File: src/rtl/vga_pkg.sv
// Shared types and default 800x600@60 timings for the VGA axis timing generator.
package vga_pkg;

   localparam int VGA_CNT_W = 11;

   typedef enum logic [1:0] {
      PH_ACTIVE = 2'd0,
      PH_FRONT  = 2'd1,
      PH_SYNC   = 2'd2,
      PH_BACK   = 2'd3
   } phase_t;

   typedef struct packed {
      logic [VGA_CNT_W-1:0] active;
      logic [VGA_CNT_W-1:0] front;
      logic [VGA_CNT_W-1:0] sync;
      logic [VGA_CNT_W-1:0] back;
   } timing_t;

   // 800x600@60 with a 40 MHz pixel clock; vertical units are lines.
   localparam timing_t H_800X600 = '{active: 11'd800, front: 11'd40, sync: 11'd128, back: 11'd88};
   localparam timing_t V_800X600 = '{active: 11'd600, front: 11'd1, sync: 11'd4, back: 11'd23};

   function automatic logic [VGA_CNT_W+1:0] timing_total(input timing_t t);
      return {2'b00, t.active} + {2'b00, t.front} + {2'b00, t.sync} + {2'b00, t.back};
   endfunction

endpackage

File: src/rtl/vga_timing_shadow.sv
// Live and pending timing registers for vga_axis_timer; new timing only goes live at wrap.
// Used only when VGA_AXIS_LOAD_EN is defined.
module vga_timing_shadow #(
   parameter int CNT_W  = 11,
   parameter int ACTIVE = 600,
   parameter int FRONT  = 1,
   parameter int SYNC   = 4,
   parameter int BACK   = 23
) (
   input  logic               clk,
   input  logic               rst_n,
   input  logic               tc,
   input  logic               ld_valid,
   input  logic [4*CNT_W-1:0] ld_timing,
   output logic [4*CNT_W-1:0] live,
   output logic               ld_pending,
   output logic               ld_err
);

   localparam logic [4*CNT_W-1:0] RESET_TIMING =
      {CNT_W'(ACTIVE), CNT_W'(FRONT), CNT_W'(SYNC), CNT_W'(BACK)};

   logic [4*CNT_W-1:0] pending_q;
   logic               ld_ok;

   // A period with no visible area is meaningless, so such loads are dropped.
   assign ld_ok = ld_valid && (ld_timing[4*CNT_W-1 -: CNT_W] != '0);

   always_ff @(posedge clk) begin
      if (!rst_n) begin
         live       <= RESET_TIMING;
         pending_q  <= RESET_TIMING;
         ld_pending <= 1'b0;
         ld_err     <= 1'b0;
      end else begin
         ld_err <= ld_valid && !ld_ok;
         if (tc) begin
            if (ld_ok) begin
               live <= ld_timing;
            end else if (ld_pending) begin
               live <= pending_q;
            end
            ld_pending <= 1'b0;
         end else if (ld_ok) begin
            pending_q  <= ld_timing;
            ld_pending <= 1'b1;
         end
      end
   end

endmodule

File: src/rtl/vga_axis_timer.sv
// One VGA timing axis (horizontal or vertical) with phase FSM and terminal-count cascade.
// Define VGA_AXIS_LOAD_EN to add runtime timing reload through the ld_* ports.
module vga_axis_timer
   import vga_pkg::*;
#(
   parameter int CNT_W    = 11,
   parameter int ACTIVE   = 600,
   parameter int FRONT    = 1,
   parameter int SYNC     = 4,
   parameter int BACK     = 23,
   parameter bit SYNC_POL = 1'b1
) (
   input  logic               clk,
   input  logic               rst_n,
   input  logic               enable,
   output logic [CNT_W-1:0]   cnt,
   output logic [CNT_W-1:0]   pos,
   output logic               sync,
   output logic               blank,
   output logic               active,
   output logic [1:0]         phase,
   output logic               tc
`ifdef VGA_AXIS_LOAD_EN
   ,
   input  logic               ld_valid,
   input  logic [4*CNT_W-1:0] ld_timing,
   output logic               ld_pending,
   output logic               ld_err
`endif
);

   localparam int P_TOTAL = ACTIVE + FRONT + SYNC + BACK;
   localparam logic [CNT_W+1:0] ONE_W = 1;

   if (ACTIVE < 1) begin : g_bad_active
      $error("vga_axis_timer: ACTIVE must be at least 1");
   end
   if (P_TOTAL > (1 << CNT_W)) begin : g_bad_total
      $error("vga_axis_timer: period does not fit in CNT_W bits");
   end

   logic [CNT_W-1:0] t_active, t_front, t_sync, t_back;
   logic [CNT_W+1:0] b_front, b_sync, b_back, total;
   logic [CNT_W-1:0] cnt_next;
   logic [CNT_W+1:0] cnt_next_w;
   phase_t           phase_q, phase_next;

`ifdef VGA_AXIS_LOAD_EN
   logic [4*CNT_W-1:0] live;

   vga_timing_shadow #(
      .CNT_W (CNT_W),
      .ACTIVE(ACTIVE),
      .FRONT (FRONT),
      .SYNC  (SYNC),
      .BACK  (BACK)
   ) u_shadow (
      .clk       (clk),
      .rst_n     (rst_n),
      .tc        (tc),
      .ld_valid  (ld_valid),
      .ld_timing (ld_timing),
      .live      (live),
      .ld_pending(ld_pending),
      .ld_err    (ld_err)
   );

   assign t_active = live[4*CNT_W-1 -: CNT_W];
   assign t_front  = live[3*CNT_W-1 -: CNT_W];
   assign t_sync   = live[2*CNT_W-1 -: CNT_W];
   assign t_back   = live[CNT_W-1 -: CNT_W];
`else
   assign t_active = CNT_W'(ACTIVE);
   assign t_front  = CNT_W'(FRONT);
   assign t_sync   = CNT_W'(SYNC);
   assign t_back   = CNT_W'(BACK);
`endif

   // Boundaries carry two extra bits so a full-width period cannot overflow.
   assign b_front = {2'b00, t_active};
   assign b_sync  = b_front + {2'b00, t_front};
   assign b_back  = b_sync + {2'b00, t_sync};
   assign total   = b_back + {2'b00, t_back};

   assign tc     = enable && ({2'b00, cnt} == (total - ONE_W));
   assign phase  = phase_q;
   assign active = ~blank;

   // Next phase is derived from the next count so registered outputs line up with cnt;
   // zero-length phases fall through within the same transition.
   always_comb begin
      cnt_next   = tc ? '0 : cnt + CNT_W'(1);
      cnt_next_w = {2'b00, cnt_next};
      phase_next = phase_q;
      if (tc) begin
         phase_next = PH_ACTIVE;
      end else begin
         case (phase_q)
            PH_ACTIVE: begin
               if (cnt_next_w == b_front) begin
                  phase_next = (t_front != '0) ? PH_FRONT :
                               (t_sync  != '0) ? PH_SYNC  : PH_BACK;
               end
            end
            PH_FRONT: begin
               if (cnt_next_w == b_sync) begin
                  phase_next = (t_sync != '0) ? PH_SYNC : PH_BACK;
               end
            end
            PH_SYNC: begin
               if (cnt_next_w == b_back) begin
                  phase_next = PH_BACK;
               end
            end
            default: phase_next = PH_BACK;
         endcase
      end
   end

   always_ff @(posedge clk) begin
      if (!rst_n) begin
         cnt     <= '0;
         pos     <= '0;
         phase_q <= PH_ACTIVE;
         sync    <= ~SYNC_POL;
         blank   <= 1'b0;
      end else if (enable) begin
         cnt     <= cnt_next;
         phase_q <= phase_next;
         sync    <= (phase_next == PH_SYNC) ? SYNC_POL : ~SYNC_POL;
         blank   <= (phase_next != PH_ACTIVE);
         if (phase_next == PH_ACTIVE) begin
            pos <= cnt_next;
         end
      end
   end

endmodule

File: config.mk
export PLATFORM = sky130hd
export DESIGN_NAME = vga_axis_timer
export DESIGN_NICKNAME = d
export VERILOG_FILES = /design/src/rtl/vga_pkg.sv /design/src/rtl/vga_timing_shadow.sv /design/src/rtl/vga_axis_timer.sv
export SDC_FILE = /design/constraint.sdc
export NUM_CORES = 1
export LEC_CHECK = 0
export BUFFER_PORTS_ARGS = -buffer_cell sky130_fd_sc_hd__buf_2
export CAP_MARGIN = 20
export CORE_AREA = 2 2 80 44
export CTS_BUF_LIST = sky130_fd_sc_hd__clkbuf_2
export DETAILED_ROUTE_END_ITERATION = 16
export DIE_AREA = 0 0 82 46
export GPL_TIMING_DRIVEN = 0
export PLACE_DENSITY_LB_ADDON = 0.08
export SLEW_MARGIN = 20
export SYNTH_ARGS = -nofsm -noshare
export SYNTH_HDL_FRONTEND = slang
export SYNTH_SLANG_ARGS = --single-unit
export TNS_END_PERCENT = 100
File: constraint.sdc
create_clock -name clk -period 2.35 [get_ports clk]
set_input_delay 0.235 -clock clk [delete_from_list [all_inputs] [get_ports clk]]
set_output_delay 0.235 -clock clk [all_outputs]
set_load 0.01 [all_outputs]
==> impl_metrics.csv <==
group,metric,value,unit
clocking,num_clock_sinks,26,
place,dpl_worst_slack,-0.0243,ns
clocking,cts.path.max_buffers,2,
layout,layout_overhead_on_the_synthesized_area,22.8,%
outcome,outcome,"finished, final reports clean",
flow_run,maxCapViolations,0,
place,hpwlAfterDp,2780,um
die,starting_density_of_the_core,47.1,%
critical_path,setup.worst_path.start_class,"flop",
layout,finish.net_count,213,
layout,leading_cell_type_in_the_layout_fill_and_taps_excluded,"sky130_fd_sc_hd__buf_2",
logic_synthesis,synth.mux.area_fraction,0.673,%
pwr,power_density,462,nW/um^2
die,row_count,15,
place,place_area,1690,um^2
routing,routed_wl,3780,um
place,io_buf_count,30,
place,routabilityCongestion,0.902,
routing,drt-pass1-iter-count,6,
logic_synthesis,synth.avg_cell_area,8.85,um^2
global_route,grt_first_pass_wirelength,5890,um
pwr,p_leak,0.781,nW
global_route,number_of_antenna_violations_at_the_first_check_in_global_routing,0,
layout,most_frequent_cells_in_the_layout,"29 x sky130_fd_sc_hd__buf_2, 19 x sky130_fd_sc_hd__dfxtp_1, 18 x sky130_fd_sc_hd__nor2_1",
logic_synthesis,synth_simple_gate_area_share,24.3,%
logic_synthesis,synth.net_count,172,
pwr,vdd_drop_max,0.000294,V
clocking,cts-hold-fix-buffers,0,
critical_path,timing.critical_path.fanout_max,5,
logic_synthesis,synth-edff-count,0,
die,core_region_area,3150,um^2
clocking,cts_inserted_buffers,3,
logic_synthesis,post-synth-top-area-cell,"sky130_fd_sc_hd__dfxtp_1",
layout,inserted_diodes,0,
global_route,grt_overflow,0,
logic_synthesis,synth_compound_gate_area_share,20.7,%
routing,detail_route_antenna_nets,0,
clocking,clk-insertion-delay-late,0.36,ns
logic_synthesis,synth_top_family_by_area,"simple AND/OR/NAND/NOR gates",
logic_synthesis,synth.yosys.seq_area_share,35.0,%
pwr,p_total,0.000843,W
routing,via_density_per_instance,5.58,
pwr,power_report.internal_total,0.000637,W
timing,holdWs,0.150,ns
timing,final_worst_path_cycle_share,95.8,%
logic_synthesis,synth_flop_cell,"sky130_fd_sc_hd__dfxtp_1",
global_route,grt_pass1_vias,1144,
clocking,clock-root-buffer,"sky130_fd_sc_hd__clkbuf_2",
routing,detailroute.via_count,1394,
pwr,power.clock.fraction,33.9,%
timing,timing_hold_violations_final,0,
routing,detailedRoute.firstIterationViolations,99,
worst_hold_path,worstHoldPathType,"input port to flop",
timing,fin_skew,0.0120,ns
routing,detail_route.drc_violations,0,
critical_path,category_of_the_most_critical_setup_path,"flop to output pin",
die,die_width,82,um
timing,max_clock_freq,444,MHz
timing,setup-tns-final,0,ns
logic_synthesis,synth.ff_latch_count,26,
clocking,clk_pin_slew,0.26,ns
pwr,proportion_of_power_drawn_by_flip_flops_and_latches,54.1,%
logic_synthesis,post_synth_xor_area_fraction,8.84,%
die,die_area,3770,um^2
logic_synthesis,synth_top_cell_area_share,35.0,%
die,io_pins,31,
clocking,cts_tree,"done",
logic_synthesis,post_synth_fa_ha_maj_area_fraction,0.842,%
layout,final_layout_size_suffix_gt1_share,34.6,%
timing,final.min_clock_period,2.25,ns
pwr,netSwitchingFraction,24.5,%
timing,final-max-slew-violation-count,0,
logic_synthesis,netlist_instances,168,
critical_path,critical_path_arrival,2.02,ns
timing,timing.slew.headroom,64.2,%
pwr,switching_power,0.000206,W
layout,design_area,1830,um^2
timing,least_margin_pin_slew,0.533,ns
logic_synthesis,yosys_warnings,0,
clocking,ctsHtreeMaxLevel,1,
critical_path,cp.required,2.12,ns
global_route,largest_net_degree_at_the_start_of_global_routing,16,
global_route,grt_usage,21.5,%
logic_synthesis,postSynth.asyncResetShare,0,%
logic_synthesis,ys_top_cells_by_area,"sky130_fd_sc_hd__dfxtp_1 35%, sky130_fd_sc_hd__xnor2_1 4.7%, sky130_fd_sc_hd__nor2_1 4.5%",
timing,worst_slack,0.0992,ns
pwr,power.combinational.fraction,12.0,%
logic_synthesis,syn_std_cell_area,1490,um^2
timing,timing.final.setup_violations,0,
die,die_h,46,um
routing,wl_per_cell,15.1,um
logic_synthesis,synth.lib_cells_used.distinct,54,
critical_path,crit_path_end_kind,"output pin",
## power by group through the flow
stage | clock network [W] | logic [W] | registers, W
after floorplan | 0 | 0.0000595 | 0.000472
after global placement | 0 | 0.0000943 | 0.000467
after detailed placement | 0 | 0.0000952 | 0.000468
after CTS | 0.000296 | 0.0000975 | 0.000460
after global routing | 0.000315 | 0.000111 | 0.000458
final | 0.000286 | 0.000102 | 0.000456
## path summary, 6_finish.rpt
kind                              from      to  slack [ns]  cells past startpoint
worst min register to register  pos[2]  pos[2]        0.48                      2
worst min-delay path             rst_n  pos[3]        0.15                      2
worst max-delay path            cnt[8]      tc         0.1                      5
worst max register to register  cnt[8]  pos[4]        0.13                      7
## flip-flops by register name (all words and copies together) (netlist names)
register / flops
blank: 1
cnt: 11
phase: 2
pos: 11
sync: 1
## timing repair
item                                    4_1_cts  5_1_grt
endpoints found under the setup margin        6        9
pin swaps                                     1        2
resized for setup                             5       15
buffers inserted                              5        4
## per-layer routing
metal  global-route usage [%]  part of all wire [%]
met1                     32.7                    50
met2                     30.6                    40
met3                     5.36                   9.3
met4                     3.33                  0.42
met5                        0                     0
## kinds of logic (layout without fill, tap and decap cells)
| group | Yosys count | in the layout |
|---|---|---|
| flops | 26 | 26 |
| simple gates | 68 | 68 |
| xor+xnor | 15 | 15 |
| buf+inv | 17 | 57 |
| fa+ha+maj | 1 | 1 |
| mux | 1 | 1 |
| compound gates | 40 | 40 |
## cells in the mapped netlist, types with 3 or more instances
| library cell | number |
|---|---|
| sky130_fd_sc_hd__xnor2_1 | 8 |
| sky130_fd_sc_hd__a22o_1 | 3 |
| sky130_fd_sc_hd__nor2b_1 | 4 |
| sky130_fd_sc_hd__nor3_1 | 3 |
| sky130_fd_sc_hd__dfxtp_1 | 26 |
| sky130_fd_sc_hd__nand3_1 | 3 |
| sky130_fd_sc_hd__nand3b_1 | 3 |
| sky130_fd_sc_hd__nand4_1 | 5 |
| sky130_fd_sc_hd__o21ai_0 | 3 |
| sky130_fd_sc_hd__xor2_1 | 7 |
| sky130_fd_sc_hd__and3_1 | 5 |
| sky130_fd_sc_hd__clkbuf_8 | 3 |
| sky130_fd_sc_hd__inv_1 | 4 |
| sky130_fd_sc_hd__nand2_1 | 15 |
| sky130_fd_sc_hd__a21oi_1 | 9 |
| sky130_fd_sc_hd__nor2_1 | 18 |
## stage by stage
step	util, %	std cells
after floorplan	-	168
after global placement	53.6	240
after detailed placement	53.6	240
after CTS	56.3	248
after global routing	57.9	250
final	57.9	250
## worst max-delay path: stages, from the launching register on
cell and delay, ns:
sky130_fd_sc_hd__dfxtp_4 0.41, sky130_fd_sc_hd__or4_4 0.53, sky130_fd_sc_hd__or4_4 0.46, sky130_fd_sc_hd__clkinv_4 0.08, sky130_fd_sc_hd__buf_12 0.09, sky130_fd_sc_hd__buf_6 0.09
## final cells by class
class                      instances  area, um^2
timing repair buffer              39         228
clock buffer                       3        15.0
fill                             293        1330
buffer                             8        88.8
tap                               42        52.6
sequential                        26         539
multi-input combinational        125         845
inverter                           6        27.5
clock inverter                     1        30.0
Power figures use the tool's default switching activity.
